===== src/rtl/dmem_arb_pkg.sv =====
// Shared types for the data-memory arbiter: requester identity, arbiter
// state and the read-response tag carried through the latency pipe.
package dmem_arb_pkg;

  typedef enum logic {
    OWN_CPU = 1'b0,
    OWN_DBG = 1'b1
  } owner_t;

  typedef enum logic {
    ARB    = 1'b0,
    LOCKED = 1'b1
  } arb_state_t;

  typedef struct packed {
    logic   valid;
    owner_t owner;
  } rd_tag_t;

  localparam int WAIT_W = 8;

endpackage


===== src/rtl/rd_tag_pipe.sv =====
// Delay line of read tags matching the memory read latency; the tag
// leaving the last stage lines up with mem_rdata for that read.
module rd_tag_pipe
  import dmem_arb_pkg::*;
#(
  parameter int RD_LAT = 1
) (
  input  logic    clk,
  input  logic    reset,
  input  rd_tag_t tag_in,
  output rd_tag_t tag_out
);

  rd_tag_t [RD_LAT-1:0] tag_q;
  rd_tag_t [RD_LAT-1:0] tag_d;

  always_comb begin
    tag_d    = tag_q;
    tag_d[0] = tag_in;
    for (int i = 1; i < RD_LAT; i++) begin
      tag_d[i] = tag_q[i-1];
    end
  end

  // Clearing every stage drops in-flight reads so no response follows reset.
  always_ff @(posedge clk or posedge reset) begin
    if (reset) begin
      tag_q <= '0;
    end else begin
      tag_q <= tag_d;
    end
  end

  assign tag_out = tag_q[RD_LAT-1];

endmodule


===== src/rtl/dmem_arbiter.sv =====
// Arbitrates the single-port dmem between the core MEM stage and the
// debug/loader port, and routes read data back to whichever port issued.
//
// state  | meaning
// ARB    | CPU has priority; debug wins when it has waited MAX_WAIT cycles
// LOCKED | debug owns the memory; CPU is refused until dbg_lock drops
module dmem_arbiter
  import dmem_arb_pkg::*;
#(
  parameter int ADDR_W   = 10,
  parameter int DATA_W   = 64,
  parameter int RD_LAT   = 1,
  parameter int MAX_WAIT = 8
) (
  input  logic              clk,
  input  logic              reset,
  input  logic              cpu_req,
  input  logic              cpu_we,
  input  logic [ADDR_W-1:0] cpu_addr,
  input  logic [DATA_W-1:0] cpu_wdata,
  output logic              cpu_stall,
  output logic              cpu_rvalid,
  output logic [DATA_W-1:0] cpu_rdata,
  input  logic              dbg_req,
  input  logic              dbg_we,
  input  logic [ADDR_W-1:0] dbg_addr,
  input  logic [DATA_W-1:0] dbg_wdata,
  input  logic              dbg_lock,
  output logic              dbg_gnt,
  output logic              dbg_rvalid,
  output logic [DATA_W-1:0] dbg_rdata,
  output logic              mem_en,
  output logic              mem_we,
  output logic [ADDR_W-1:0] mem_addr,
  output logic [DATA_W-1:0] mem_wdata,
  input  logic [DATA_W-1:0] mem_rdata
);

  localparam logic [WAIT_W-1:0] MAX_WAIT_C = WAIT_W'(MAX_WAIT);

  arb_state_t        state_q, state_d;
  logic [WAIT_W-1:0] wait_cnt_q, wait_cnt_d;
  logic              cpu_gnt;
  rd_tag_t           tag_in, tag_out;

  always_ff @(posedge clk or posedge reset) begin
    if (reset) begin
      state_q    <= ARB;
      wait_cnt_q <= '0;
    end else begin
      state_q    <= state_d;
      wait_cnt_q <= wait_cnt_d;
    end
  end

  // Grants are suppressed while reset is held so nothing reaches dmem.
  always_comb begin
    cpu_gnt = 1'b0;
    dbg_gnt = 1'b0;
    state_d = state_q;
    if (!reset) begin
      case (state_q)
        ARB: begin
          if (dbg_req && (wait_cnt_q == MAX_WAIT_C)) begin
            dbg_gnt = 1'b1;
          end else if (cpu_req) begin
            cpu_gnt = 1'b1;
          end else if (dbg_req) begin
            dbg_gnt = 1'b1;
          end
          if (dbg_gnt && dbg_lock) begin
            state_d = LOCKED;
          end
        end
        LOCKED: begin
          dbg_gnt = dbg_req;
          if (!dbg_lock) begin
            state_d = ARB;
          end
        end
        default: state_d = ARB;
      endcase
    end
  end

  always_comb begin
    wait_cnt_d = '0;
    if (dbg_req && !dbg_gnt) begin
      wait_cnt_d = (wait_cnt_q >= MAX_WAIT_C) ? MAX_WAIT_C : wait_cnt_q + 1'b1;
    end
  end

  always_comb begin
    mem_en    = cpu_gnt | dbg_gnt;
    mem_we    = 1'b0;
    mem_addr  = '0;
    mem_wdata = '0;
    if (dbg_gnt) begin
      mem_we    = dbg_we;
      mem_addr  = dbg_addr;
      mem_wdata = dbg_wdata;
    end else if (cpu_gnt) begin
      mem_we    = cpu_we;
      mem_addr  = cpu_addr;
      mem_wdata = cpu_wdata;
    end
    cpu_stall = cpu_req & ~cpu_gnt;
  end

  // Only reads need a response, so writes enter the pipe as empty slots.
  always_comb begin
    tag_in.valid = mem_en & ~mem_we;
    tag_in.owner = dbg_gnt ? OWN_DBG : OWN_CPU;
  end

  rd_tag_pipe #(
    .RD_LAT (RD_LAT)
  ) u_rd_tag_pipe (
    .clk     (clk),
    .reset   (reset),
    .tag_in  (tag_in),
    .tag_out (tag_out)
  );

  always_comb begin
    cpu_rvalid = tag_out.valid && (tag_out.owner == OWN_CPU);
    dbg_rvalid = tag_out.valid && (tag_out.owner == OWN_DBG);
    cpu_rdata  = cpu_rvalid ? mem_rdata : '0;
    dbg_rdata  = dbg_rvalid ? mem_rdata : '0;
  end

endmodule

===== config.mk =====
export PLATFORM = sky130hd
export DESIGN_NAME = dmem_arbiter
export DESIGN_NICKNAME = d
export VERILOG_FILES = /design/src/rtl/dmem_arb_pkg.sv /design/src/rtl/rd_tag_pipe.sv /design/src/rtl/dmem_arbiter.sv
export SDC_FILE = /design/constraint.sdc
export NUM_CORES = 1
export LEC_CHECK = 0
export BUFFER_PORTS_ARGS = -buffer_cell sky130_fd_sc_hd__buf_2
export CORE_AREA = 4 4 164 166
export CTS_BUF_LIST = sky130_fd_sc_hd__clkbuf_4
export CTS_CLUSTER_DIAMETER = 40
export DETAILED_ROUTE_END_ITERATION = 10
export DIE_AREA = 0 0 168 170
export PLACE_DENSITY = 0.38
export SYNTH_ARGS = -nofsm -noshare
export SYNTH_HDL_FRONTEND = slang
export SYNTH_SLANG_ARGS = --single-unit

===== constraint.sdc =====
create_clock -name clk -period 4.55 [get_ports clk]
set_input_delay 0.455 -clock clk [delete_from_list [all_inputs] [get_ports clk]]
set_output_delay 0.455 -clock clk [all_outputs]
set_load 0.03 [all_outputs]

After elaboration in Yosys (flattened, before gate mapping)
Index checks and enable logic that the tools add are counted.
{"block": "word_totals", "reg_bits": 11, "inputBits": 219, "out_inout_bits": 208, "elab_cells": 45}
{"block": "op_classes", "add_sub_neg": 1, "n_lt_le_gt_ge": 1, "n_eq_ne": 1, "mux": 25, "n_bitwise": 7, "reduce_logical": 6}
{"cell": "$mux 64", "count": 4}
{"cell": "$mux 10", "count": 2}
{"cell": "$mux 8", "count": 2}
{"cell": "$mux 1", "count": 15}
{"cell": "$add 8x1->8 const B", "count": 1}
{"cell": "$eq 8x4->1 const B", "count": 1}
{"cell": "$ge 8x4->1 const B", "count": 1}
{"cell": "$logic_and 1x1->1", "count": 5}
{"cell": "$not 1->1", "count": 4}
{"cell": "$pmux 1 s2", "count": 2}
{"cell": "$and 1x1->1", "count": 2}
{"cell": "$logic_not 1->1", "count": 1}
{"cell": "$or 1x1->1", "count": 1}

Longest topological paths before layout
Gate-level depths: netlist (run 1).
{"block": "logic_depth", "ltp_word": 10, "mapped_depth": 8, "mapped_depth_nobuf": 5}

Cells and area by module
A second synthesis (run 1) with hierarchy kept.
{"block": "unflattened", "hier_cells": 560, "area_unflattened_um2": 3716.1}
{"mod": "dmem_arbiter", "n_inst": 1, "cells_each": 557, "area_per_inst_um2": 3662.3, "seq_area_each_um2": 225.2}
{"mod": "rd_tag_pipe", "n_inst": 1, "cells_each": 3, "area_per_inst_um2": 53.8, "seq_area_each_um2": 50.0}

Worst setup path after synthesis (run 1)
No wires, ideal clock.
{"block": "synth_path", "kind": "reg-to-output", "start": "reg wait_cnt_q[0]", "end": "out mem_addr[2]", "arrival_time_ps": 1974, "required_time_ps": 4095, "setup_slack_ps": 2121, "stages_incl_launch_ff": 8, "path_cell_list": "dfrtp_1 inv_1 ha_1 and4b_1 buf_4 a211o_1 clkbuf_1 o211ai_1"}
{"block": "synth_between", "elab_chain_cells": 8}
{"item": "start, declared", "line_no": "dmem_arbiter.sv:42", "text": "logic [WAIT_W-1:0] wait_cnt_q, wait_cnt_d;"}
{"item": "start signal, assigned", "line_no": "dmem_arbiter.sv:52", "text": "wait_cnt_q <= wait_cnt_d;"}
{"item": "$eq 8x4->1 *", "line_no": "dmem_arbiter.sv:64", "text": "if (dbg_req && (wait_cnt_q == MAX_WAIT_C)) begin"}
{"item": "$logic_and 1x1->1 *", "line_no": "dmem_arbiter.sv:64"}
{"item": "$mux 1", "line_no": "dmem_arbiter.sv:64"}
{"item": "$mux 1", "line_no": "dmem_arbiter.sv:62", "text": "case (state_q)"}
{"item": "$mux 1", "line_no": "dmem_arbiter.sv:61", "text": "if (!reset) begin"}
{"item": "$pmux 1 s2", "line_no": "dmem_arbiter.sv:62"}
{"item": "$mux 1", "line_no": "dmem_arbiter.sv:61"}
{"item": "$mux 10 *", "line_no": "dmem_arbiter.sv:98", "text": "if (dbg_gnt) begin"}
{"item": "end, declared", "line_no": "dmem_arbiter.sv:34", "text": "output logic [ADDR_W-1:0] mem_addr,"}
Every way passes the cells marked *; elsewhere a longest branch is shown, timed or not. The select of a mux whose other input is x is not followed.

Worst setup path after layout (run 1)
{"block": "layout_path", "start": "reg wait_cnt_q[0]", "end": "out mem_addr[5]"}
Same word-level chain as after synthesis.

==> results.md, run 1 <==
- Ys flop type: dfrtp_1
- Slew @ Worst Pin: 1161 ps
- Area grow syn2layout: 63.36%
- FF+latch count, synth: 11
- Psw: roughly 0.43 mW
- DR vias: 5779
- Worst skew pair latency: between 200 and 300 ps
- Global Route met2 Usage: 0.2708
- Worst path slowest cell: a211o_4
- Clk pwr share: 0.089
- Worst Setup Start Kind: flip-flop
- Initial core utilization: 0.1449
- Synth top area cells: nand4_1 25%, o211ai_2 17%, and2_1 11%
- Hold Crit Start: dbg_lock
- Number of global-route vias before repair: approximately 5800
- Port buffer count: 426
- Internal: between 0.3 and 0.4 mW
- Power per Cell Area: about 120 mW/mm^2
- Routed vias/inst: 4.583
- Starting DRT DRC Count: 229
- RSZ-0062 raised after global routing: false
- TritonCTS buffer count: 3
- Library cells used by synthesis: 33
- Die X: approximately 170 um
- Setup TNS: 0 ps
- Worst Hold Depth: 3
- Largest net degree at the start of global routing: 83
- Met3 GRT Util: 0.04088
- Post-CTS Setup Inserts: 0
- Crit share post-route: 0.6555
- Gr ovfl total: 0
- CTS root buf: clkbuf_4
- CTS tree: done
- GR Util met1: 0.1741
- Maximum fanout along the worst path: 75
- DP HPWL: about 19000 um
- GR peak layer: met2
- Most common cell in the synthesized netlist: nand4_1
- Worst path cell trace: inv_1 > ha_1 > and4b_2 > a211o_4 > o211ai_1 > buf_2
- Clk slew on worst S/H paths: approximately 70 ps
- Avg WL per Cell: 19.18 um
- Drt first pass iters: 6
- Slew Limit Fails: 0
- Resized cells post-CTS: 0
- Post-synth ARST share: 1.000
- Die Area: between 0.02 and 0.03 sq mm
- Critical path launch point: wait_cnt_q[0]
- Flop-to-flop setup slack: about 2400 ps
- Initial antenna violation count: 16
- Number of synthesized flops with an enable pin: 0
- Hold_buf cts: 0
- Hold EP: state_q
- Area leader, netlist: nand4_1
- Yosys warning count: 0
- Sequential area share after synthesis: 0.07415
- Num ports: ~430
- Required time worst endpoint: approximately 4000 ps
- Yosys top cell area share: 0.2528
- Leakage: 3.730 nW
- Worst setup path class: flip-flop to primary output
- Crit Reg-Reg Startpoint: wait_cnt_q[6]
- Max-cap violations: 0
- Overall power: between 0.7 and 0.8 mW
- Hold Violations, Final: 0
- Synth Instances: ~560
- Rel. slew slack: 0.2259
- First-pass GRT wire length: ~35000 um
- Combinational Power Share: 0.772
- Worst R2R End: wait_cnt_q[2]
- Status: completed
- Synth cell count leaders: 150 x nand4_1, 81 x inv_1, 67 x clkbuf_1, 65 x and2_1, 64 x and3_1
- Gpl congestion: roughly 0.86
- Tmin final: between 2000 and 3000 ps
- R2R depth: 4
- Hold/Removal Path Class: primary input to flip-flop
- Syn Area/Cell: roughly 6.6 sq um
- Fraction of layout cells with a size suffix above 1: 0.5392
- Rows: between 50 and 60
- Achievable Freq: around 340 MHz
- Crit-path max cell delay: between 600 and 700 ps
- Worst clock skew: roughly 2 ps
- Maximum vdd drop: about 0.071 mV
- Total routed wirelength: approximately 24000 um
- Nets: ~1100
- ANT nets after route: 0
- Core Region: 0.02562 sq mm
- DRC viols: 0
- Final core occ: 0.2368
- Synth Cell Area: 0.003712 sq mm
- Critical Path AT: ~2500 ps
- Sequential share of power: 0.139
- CTS Sinks: 11
- Overall Global Routing Usage: 0.1540
- Die height: 170 um
- Hold WS: about 440 ps
- Switch share: 0.5782
- H-Tree Depth: 1
- Clk buf depth: 2
- Crit. End Element: primary output
- Final setup fails: 0
## metrics by stage
step / cells / worst slack, ps / area (sq um)
detailed placement: 1249 / 1860 / 6017
finish: 1261 / 1568 / 6065
floorplan: 562 / 2121 / 3724
CTS: 1253 / 1541 / 6045
global route: 1261 / 1333 / 6065
global placement: 1249 / 1822 / 6017
## layer usage
metal | vias up | part of all wire
met5 | - | 0.0011
met4 | 4 | 0.029
met3 | 40 | 0.083
met2 | 295 | 0.50
met1 | 2643 | 0.38
li1 | 2797 | -
## power groups by stage
stage / sequential (mW) / combinational (mW) / clock (mW)
final: 0.104 / 0.579 / 0.0666
after global routing: 0.105 / 0.625 / 0.0801
after CTS: 0.104 / 0.586 / 0.0736
after detailed placement: 0.106 / 0.585 / 0
after global placement: 0.106 / 0.588 / 0
after floorplan: 0.105 / 0.352 / 0
## logic make-up after synthesis
family / synth area share
xor+xnor: 0.002360
buf+inv: 0.1810
compound gates: 0.2396
simple gates: 0.4924
fa+ha+maj: 0.006740
flops: 0.07415
mux: 0.002696
other cells: 0.001010
## sequential cells by signal, indices dropped and copies added (netlist names)
name                   cells
state_q                    1
u_rd_tag_pipe.tag_out      2
wait_cnt_q                 8
## worst max-delay path: cells and delay by family, from the launching register on
family                     cells  cell delay, ps
AOI/OAI and AO/OA              2            1050
buffers and inverters          2             300
and+or+nand+nor                1             250
DFF                            1             390
adders and majority gates      1             180
## cell type report
| cell class | instances | area, sq um |
|---|---|---|
| well taps | 335 | 419.2 |
| multi-input cells | 387 | 2810 |
| fillers | 2971 | 19550 |
| clock inverters | 1 | 5.005 |
| repair buffers | 434 | 2205 |
| flip-flops and latches | 11 | 275.3 |
| diodes | 8 | 20.02 |
| inverters | 82 | 307.8 |
| clock buffers | 3 | 22.52 |
## how the worst max path moves through the flow
stage / cells after the start / slack (ps) / to
floorplan: 7 / 2120 / mem_addr[2]
global placement: 4 / 1820 / cpu_rdata[52]
detailed placement: 6 / 1860 / mem_wdata[6]
CTS: 6 / 1540 / mem_wdata[6]
global route: 4 / 1330 / cpu_rdata[23]
finish: 6 / 1570 / mem_addr[5]
## cell usage in the layout (no fill, tap or decap), types with 2 or more instances in the layout
cell        n
a21oi_1     2
a221oi_1    2
and2_1     65
and3_1     64
buf_2     426
buf_4       7
clkbuf_4    3
conb_1      4
dfrtp_1    11
diode_2     8
ha_1        2
inv_1      81
nand3_1     2
nand4_1   150
nor2_1      4
o211ai_1   25
o211ai_2   50
(Power assumes the default switching activity.)
==> inputs of run 2 (changes only) <==
--- a/config.mk
+++ b/config.mk
@@ -11,7 +11,7 @@
 export CTS_CLUSTER_DIAMETER = 40
 export DETAILED_ROUTE_END_ITERATION = 10
 export DIE_AREA = 0 0 168 170
-export PLACE_DENSITY = 0.38
+export PLACE_DENSITY = 0.4
 export SYNTH_ARGS = -nofsm -noshare
 export SYNTH_HDL_FRONTEND = slang
 export SYNTH_SLANG_ARGS = --single-unit
==> constraint.sdc (replaced) <==
create_clock -name clk -period 2.5 [get_ports clk]
set_input_delay 0.25 -clock clk [delete_from_list [all_inputs] [get_ports clk]]
set_output_delay 0.25 -clock clk [all_outputs]
set_load 0.03 [all_outputs]
==> run 2 against run 1 <==
  * Routed wire length increased by 6.1%
  * Register-to-register slack got worse by 1600 ps
  * Clock power increased by 83%
  * Total power increased by 94%
  * Utilization increased by 1.4 points
  * Critical path depth increased by 1
  * Critical endpoint is now mem_wdata[19]
  * Largest cell class unchanged
==> results.md, run 2 (synthesis gave the netlist of run 1 again) <==
- Crit share post-route: 0.9579
- Tmin final: between 2000 and 2500 ps
- Rows: 59 (unchanged)
- Clk slew on worst S/H paths: 80 ps (about the same)
- Num ports: 427 (unchanged)
- Worst path cell trace: inv_1 > ha_1 > and4b_2 > a211o_4 > clkbuf_16 > o211ai_2 > buf_2
- Die Area: 0.02856 sq mm (unchanged)
- Largest delay share family, worst path: compound AO/OA/AOI/OAI gates
- Hold/Removal Path Class: primary input to flip-flop
- Final setup fails: 0 (unchanged)
- Hold_buf cts: 0 (unchanged)
- Most frequent cells in the layout: 402 x buf_2, 150 x nand4_1, 81 x inv_1, 65 x and2_1, 64 x and3_1
- First-pass GRT wire length: 35070 um (about the same)
- Number of global-route vias before repair: 5732 (-1.9%)
- Post-Place Cell Area: 0.006192 sq mm (+2.9%)
- Crit path buf inv count: 3 (+1)
- Initial antenna violation count: 19 (+3)
- H-Tree Depth: 1 (unchanged)
- Post-route design area: 0.006412 sq mm (+5.7%)
- Crit. End Element: primary output
- DP HPWL: 19840 um (+6.4%)
- Gpl congestion: 0.8570 (-0.64%)
- Avg WL per Cell: 20.11 um (+4.8%)
- Leakage: 3.874 nW (+3.9%)
- Maximum vdd drop: 0.1000 mV (+42%)
- Area grow syn2layout: 72.73%
- Gr ovfl total: 0 (unchanged)
- Initial core utilization: 0.1449 (unchanged)
- Required time worst endpoint: 2250 ps (-1840 ps)
- Status: completed
- Worst clock skew: 4.010 ps (+1.999 ps)
- Nets: 1157 (+1.5%)
- Worst skew pair latency: 270 ps (about the same)
- Slew @ Worst Pin: 526.3 ps (-634.9 ps)
- Cell count along the critical path: 7 (+1)
- Worst Hold Depth: 3 (unchanged)
- DRC viols: 0 (unchanged)
- Die X: 168 um (unchanged)
- DR vias: 5981 (+3.5%)
- Overall Global Routing Usage: 0.1548 (+0.0008136)
- Critical Path AT: 2140 ps (-390 ps)
- Maximum fanout along the worst path: 19 (-75%)
- Starting DRT DRC Count: 349 (+52%)
- Slew Limit Fails: 0 (unchanged)
- Die height: 170 um (unchanged)
- Fraction of layout cells with a size suffix above 1: 0.5476 (+0.008378)
- Core Region: 0.02562 sq mm (unchanged)
- Hold Violations, Final: 0 (unchanged)
- Total routed wirelength: 25680 um (+6.1%)
- Rel. slew slack: 0.6492 (+0.4233)
- ANT nets after route: 0 (unchanged)
- Crit-path max cell delay: 400 ps (-290 ps)
- CTS tree: done
- Drt first pass iters: 4 (-2)
- TritonCTS buffer count: 3 (unchanged)
- Clk buf depth: 2 (unchanged)
- Worst path slowest cell: a211o_4
- Max reg flops: 8 (unchanged)
- Hold WS: 237.7 ps (-201.8 ps)
- CTS root buf: clkbuf_4
- Most common cell after layout, fill and taps aside: buf_2
- Largest Register: wait_cnt_q
- Routed vias/inst: 4.684 (+2.2%)
- R2R depth: 6 (+2)
- Largest net degree at the start of global routing: 82 (-1.2%)
- CTS Sinks: 11 (unchanged)
- Achievable Freq: between 400 and 500 MHz
- Worst Setup Start Kind: flip-flop
- Port buffer count: 426 (unchanged)
- Max-cap violations: 0 (unchanged)
- Worst setup path class: flip-flop to primary output
- Power per Cell Area: 226.1 mW/mm^2 (+83%)
==> run 2: cell count changes in the layout (fill, tap and decap cells not counted), sizes merged <==
| cell | delta |
|---|---|
| clkbuf | +10 |
| diode | -1 |
| buf | +7 |
==> run 2: path summary, 6_finish.rpt <==
check                                      endpoint  slack [ps]          start
setup / recovery                      mem_wdata[19]         110  wait_cnt_q[0]
hold / removal                              state_q         240       dbg_lock
setup reg to reg           u_rd_tag_pipe.tag_out[1]         820  wait_cnt_q[0]
hold reg to reg                       wait_cnt_q[0]         560  wait_cnt_q[0]
max in group asynchronous                   state_q        1650          reset
min in group asynchronous             wait_cnt_q[6]         700          reset
==> run 2: area by class of cell <==
cell class,count,area (sq um)
Timing Repair Buffer,451,2546
Clock inverter,1,5.005
Inverter,82,307.8
Sequential cell,11,275.3
Fill cell,2980,19200
Antenna cell,7,17.52
Tap cell,335,419.2
Clock buffer,3,22.52
Multi-Input combinational cell,387,2819
==> run 2: per-layer routing <==
metal / up-vias / track usage / wire (um)
li1: 2828 / - / -
met1: 2795 / 0.1710 / 9433
met2: 310 / 0.2886 / 13540
met3: 42 / 0.03693 / 2151
met4: 6 / 0.05505 / 531
met5: - / 0 / 23
==> run 2: timing repair <==
action,CTS,global route
buffers inserted,0,3
endpoints found under the setup margin,15,76
hold endpoints to repair,0,0
resized for setup,5,33
cloned,0,4
pin swaps,0,3
==> run 2: report_power, final <==
part           internal [mW]  switching (mW)  leakage, nW
Clock                 0.0592          0.0624       0.0178
Combinational          0.392           0.746         3.71
Sequential             0.185         0.00613        0.141
Total                  0.636           0.814         3.87
==> run 2: metrics by stage <==
step | setup TNS, ps | std cells | power, mW | util | setup WS, ps
6_report | 0 | 1277 | 1.450 | 0.2503 | 105.2
5_1_grt | -2.763 | 1277 | 1.551 | 0.2503 | -2.763
4_1_cts | -116.7 | 1263 | 1.423 | 0.2433 | -26.26
3_5_place_dp | 0 | 1259 | 1.293 | 0.2417 | 252.8
3_3_place_gp | 0 | 1259 | 1.296 | 0.2417 | 271.0
2_1_floorplan | 0 | 562 | 0.8314 | - | 276.2
==> run 2: worst reg2reg max path, cell delays in order, from the launching register on <==
cell	delay (ps)
dfrtp_1	370
inv_1	50
ha_1	180
and4b_2	250
buf_12	230
a211o_1	350
a31oi_1	170
==> inputs of run 3 (changes only) <==
--- a/config.mk
+++ b/config.mk
@@ -6,12 +6,14 @@
 export NUM_CORES = 1
 export LEC_CHECK = 0
 export BUFFER_PORTS_ARGS = -buffer_cell sky130_fd_sc_hd__buf_2
-export CORE_AREA = 4 4 164 166
+export CELL_PAD_IN_SITES_DETAIL_PLACEMENT = 1
+export CELL_PAD_IN_SITES_GLOBAL_PLACEMENT = 1
+export CORE_AREA = 4 4 163 165
 export CTS_BUF_LIST = sky130_fd_sc_hd__clkbuf_4
 export CTS_CLUSTER_DIAMETER = 40
 export DETAILED_ROUTE_END_ITERATION = 10
-export DIE_AREA = 0 0 168 170
-export PLACE_DENSITY = 0.4
+export DIE_AREA = 0 0 167 169
+export PLACE_DENSITY = 0.61
 export SYNTH_ARGS = -nofsm -noshare
 export SYNTH_HDL_FRONTEND = slang
 export SYNTH_SLANG_ARGS = --single-unit
==> run 3 against run 2 <==
  * Flip-flop and latch count unchanged
  * Largest cell class unchanged
  * First-iteration DRC count decreased by 26%
  * Die area decreased by 1.2%
  * Clock power increased by 11%
  * Routed wire length increased by 5.4%
  * Critical path depth unchanged
  * Utilization increased by 0.65 points
  * Clock skew increased by 0.54 ps
  * Non-clock buffer count decreased by 2
==> results.md, run 3 (synthesis gave the netlist of run 1 again) <==
- Status: completed
- Critical Path AT: 2170 ps (+30 ps)
- Most frequent cells in the layout: 389 x buf_2, 150 x nand4_1, 81 x inv_1, 65 x and2_1, 64 x and3_1
- Setup TNS: 0 ps (unchanged)
- Slew @ Worst Pin: 622.9 ps (+96.66 ps)
- Achievable Freq: 413.8 MHz (-0.90%)
- Rel. slew slack: 0.5847 (-0.06444)
- Post-route design area: 0.006430 sq mm (+0.27%)
- Tmin final: 2416 ps (+21.64 ps)
- First-pass GRT wire length: 37810 um (+7.8%)
- Most common cell after layout, fill and taps aside: buf_2
- Overall Global Routing Usage: 0.1696 (+0.01483)
- H-Tree Depth: 1 (unchanged)
- Starting DRT DRC Count: 257 (-26%)
- Crit-path max cell delay: 450 ps (+50 ps)
- Crit. End Element: primary output
- Routed vias/inst: 4.813 (+2.8%)
- Crit Reg-Reg Startpoint: wait_cnt_q[0]
- DRC viols: 0 (unchanged)
- DR vias: 6108 (+2.1%)
- Maximum vdd drop: 0.09290 mV (-7.1%)
- Worst Hold Depth: 3 (unchanged)
- Clk buf depth: 2 (unchanged)
- Leakage: 3.873 nW (about the same)
- Crit share post-route: 0.9666 (+0.008656)
- Fraction of layout cells with a size suffix above 1: 0.5488 (+0.001174)
- Hold Violations, Final: 0 (unchanged)
- Largest net degree at the start of global routing: 82 (unchanged)
- Final core occ: 0.2568 (+0.006492)
- Gpl congestion: 0.8818 (+2.9%)
- Post-route setup slack: 83.55 ps (-21.64 ps)
- Post-Place Cell Area: 0.006142 sq mm (-0.81%)
- Flop-to-flop setup slack: 790 ps (-30 ps)
- Worst path slowest cell: a211o_4
- CTS root buf: clkbuf_4
- Power per Cell Area: 229.9 mW/mm^2 (+1.6%)
- R2R depth: 6 (unchanged)
- Num ports: 427 (unchanged)
- Initial antenna violation count: 17 (-2)
- Worst path cell trace: inv_1 > ha_2 > and4b_2 > a211o_4 > clkbuf_16 > o211ai_2 > buf_2
- Max-cap violations: 0 (unchanged)
- Drt first pass iters: 5 (+1)
- Worst setup path class: flip-flop to primary output
- Hold Crit Start: dbg_lock
- DP HPWL: 20900 um (+5.3%)
- CTS Sinks: 11 (unchanged)
- Number of global-route vias before repair: 6110 (+6.6%)
- Worst Setup Start Kind: flip-flop
- Maximum fanout along the worst path: 13 (-6)
- ANT nets after route: 0 (unchanged)
- RSZ-0062 raised after global routing: true
- Hold/Removal Path Class: primary input to flip-flop
- Initial core utilization: 0.1483 (+0.003353)
- Nets: 1155 (-0.17%)
- Port buffer count: 426 (unchanged)
- Die height: 169 um (-0.59%)
- Hold EP: state_q
- Die Area: 0.02822 sq mm (-1.2%)
- Final setup fails: 0 (unchanged)
- TritonCTS buffer count: 3 (unchanged)
- Slew Limit Fails: 0 (unchanged)
- Worst R2R End: u_rd_tag_pipe.tag_out[1]
- Gr ovfl total: 0 (unchanged)
- Core Region: 0.02504 sq mm (-2.3%)
- Die X: 167 um (-0.60%)
- Largest Register: wait_cnt_q
- Hold_buf cts: 0 (unchanged)
- Area grow syn2layout: 73.21%
- Pre-CTS WS: 318.3 ps (+65.49 ps)
- Worst clock skew: 4.550 ps (+0.5406 ps)
- Worst skew pair latency: 270 ps (about the same)
- Max reg flops: 8 (unchanged)
- Clk slew on worst S/H paths: 70 ps (about the same)
- Required time worst endpoint: 2250 ps (about the same)
- Avg WL per Cell: 21.33 um (+6.1%)
- Total routed wirelength: 27070 um (+5.4%)
- Rows: 58 (-1.7%)
- CTS tree: done
run 3: power by group:
group | leakage, nW | internal, mW | switching, mW
logic | 3.71 | 0.398 | 0.753
clock network | 0.0184 | 0.0727 | 0.0627
registers | 0.140 | 0.185 | 0.00654
total | 3.87 | 0.656 | 0.822
run 3: per-stage QoR:
stage                     hold slack, ps  instances  power, mW
after floorplan                    403.0        562     0.8314
after global placement             468.3       1253      1.287
after detailed placement           481.1       1253      1.294
after CTS                          231.9       1257      1.434
after global routing               246.7       1269      1.577
final                              242.3       1269      1.478
run 3: layout make-up:
cell class,count,area (sq um)
diodes,6,15.01
clock buffers,4,30.03
fillers,3264,18610
inverters,82,307.8
multi-input cells,387,2821
flip-flops and latches,11,276.5
well taps,330,412.9
repair buffers,449,2566
run 3: metal layers:
| layer | up-vias | routed length, um | global-route usage |
|---|---|---|---|
| met4 | 6 | 937 | 0.05692 |
| met3 | 54 | 2175 | 0.03947 |
| li1 | 2825 | - | - |
| met5 | - | 35 | 0 |
| met1 | 2927 | 10170 | 0.1853 |
| met2 | 296 | 13750 | 0.3211 |
run 3: timing repair:
item | 4_1_cts | 5_1_grt
resized for setup | 0 | 70
setup buffers | 0 | 1
hold endpoints to repair | 0 | 0
setup endpoints to repair | 0 | 68
run 3: how the worst max path moves through the flow:
| stage | start | end | slack (ps) |
|---|---|---|---|
| 2_1_floorplan | wait_cnt_q[0] | mem_addr[2] | 280 |
| 3_3_place_gp | wait_cnt_q[0] | mem_wdata[14] | 340 |
| 3_5_place_dp | wait_cnt_q[0] | mem_addr[4] | 320 |
| 4_1_cts | wait_cnt_q[0] | mem_wdata[10] | 5 |
| 5_1_grt | wait_cnt_q[0] | cpu_stall | -20 |
| 6_report | wait_cnt_q[0] | mem_wdata[27] | 80 |
run 3: critical path, delay by kind of cell, from the launching register on:
kind	cells	cell delay (ps)
AOI/OAI and AO/OA	2	590
buffers and inverters	3	510
DFF	1	380
and+or+nand+nor	1	230
adders and majority gates	1	160
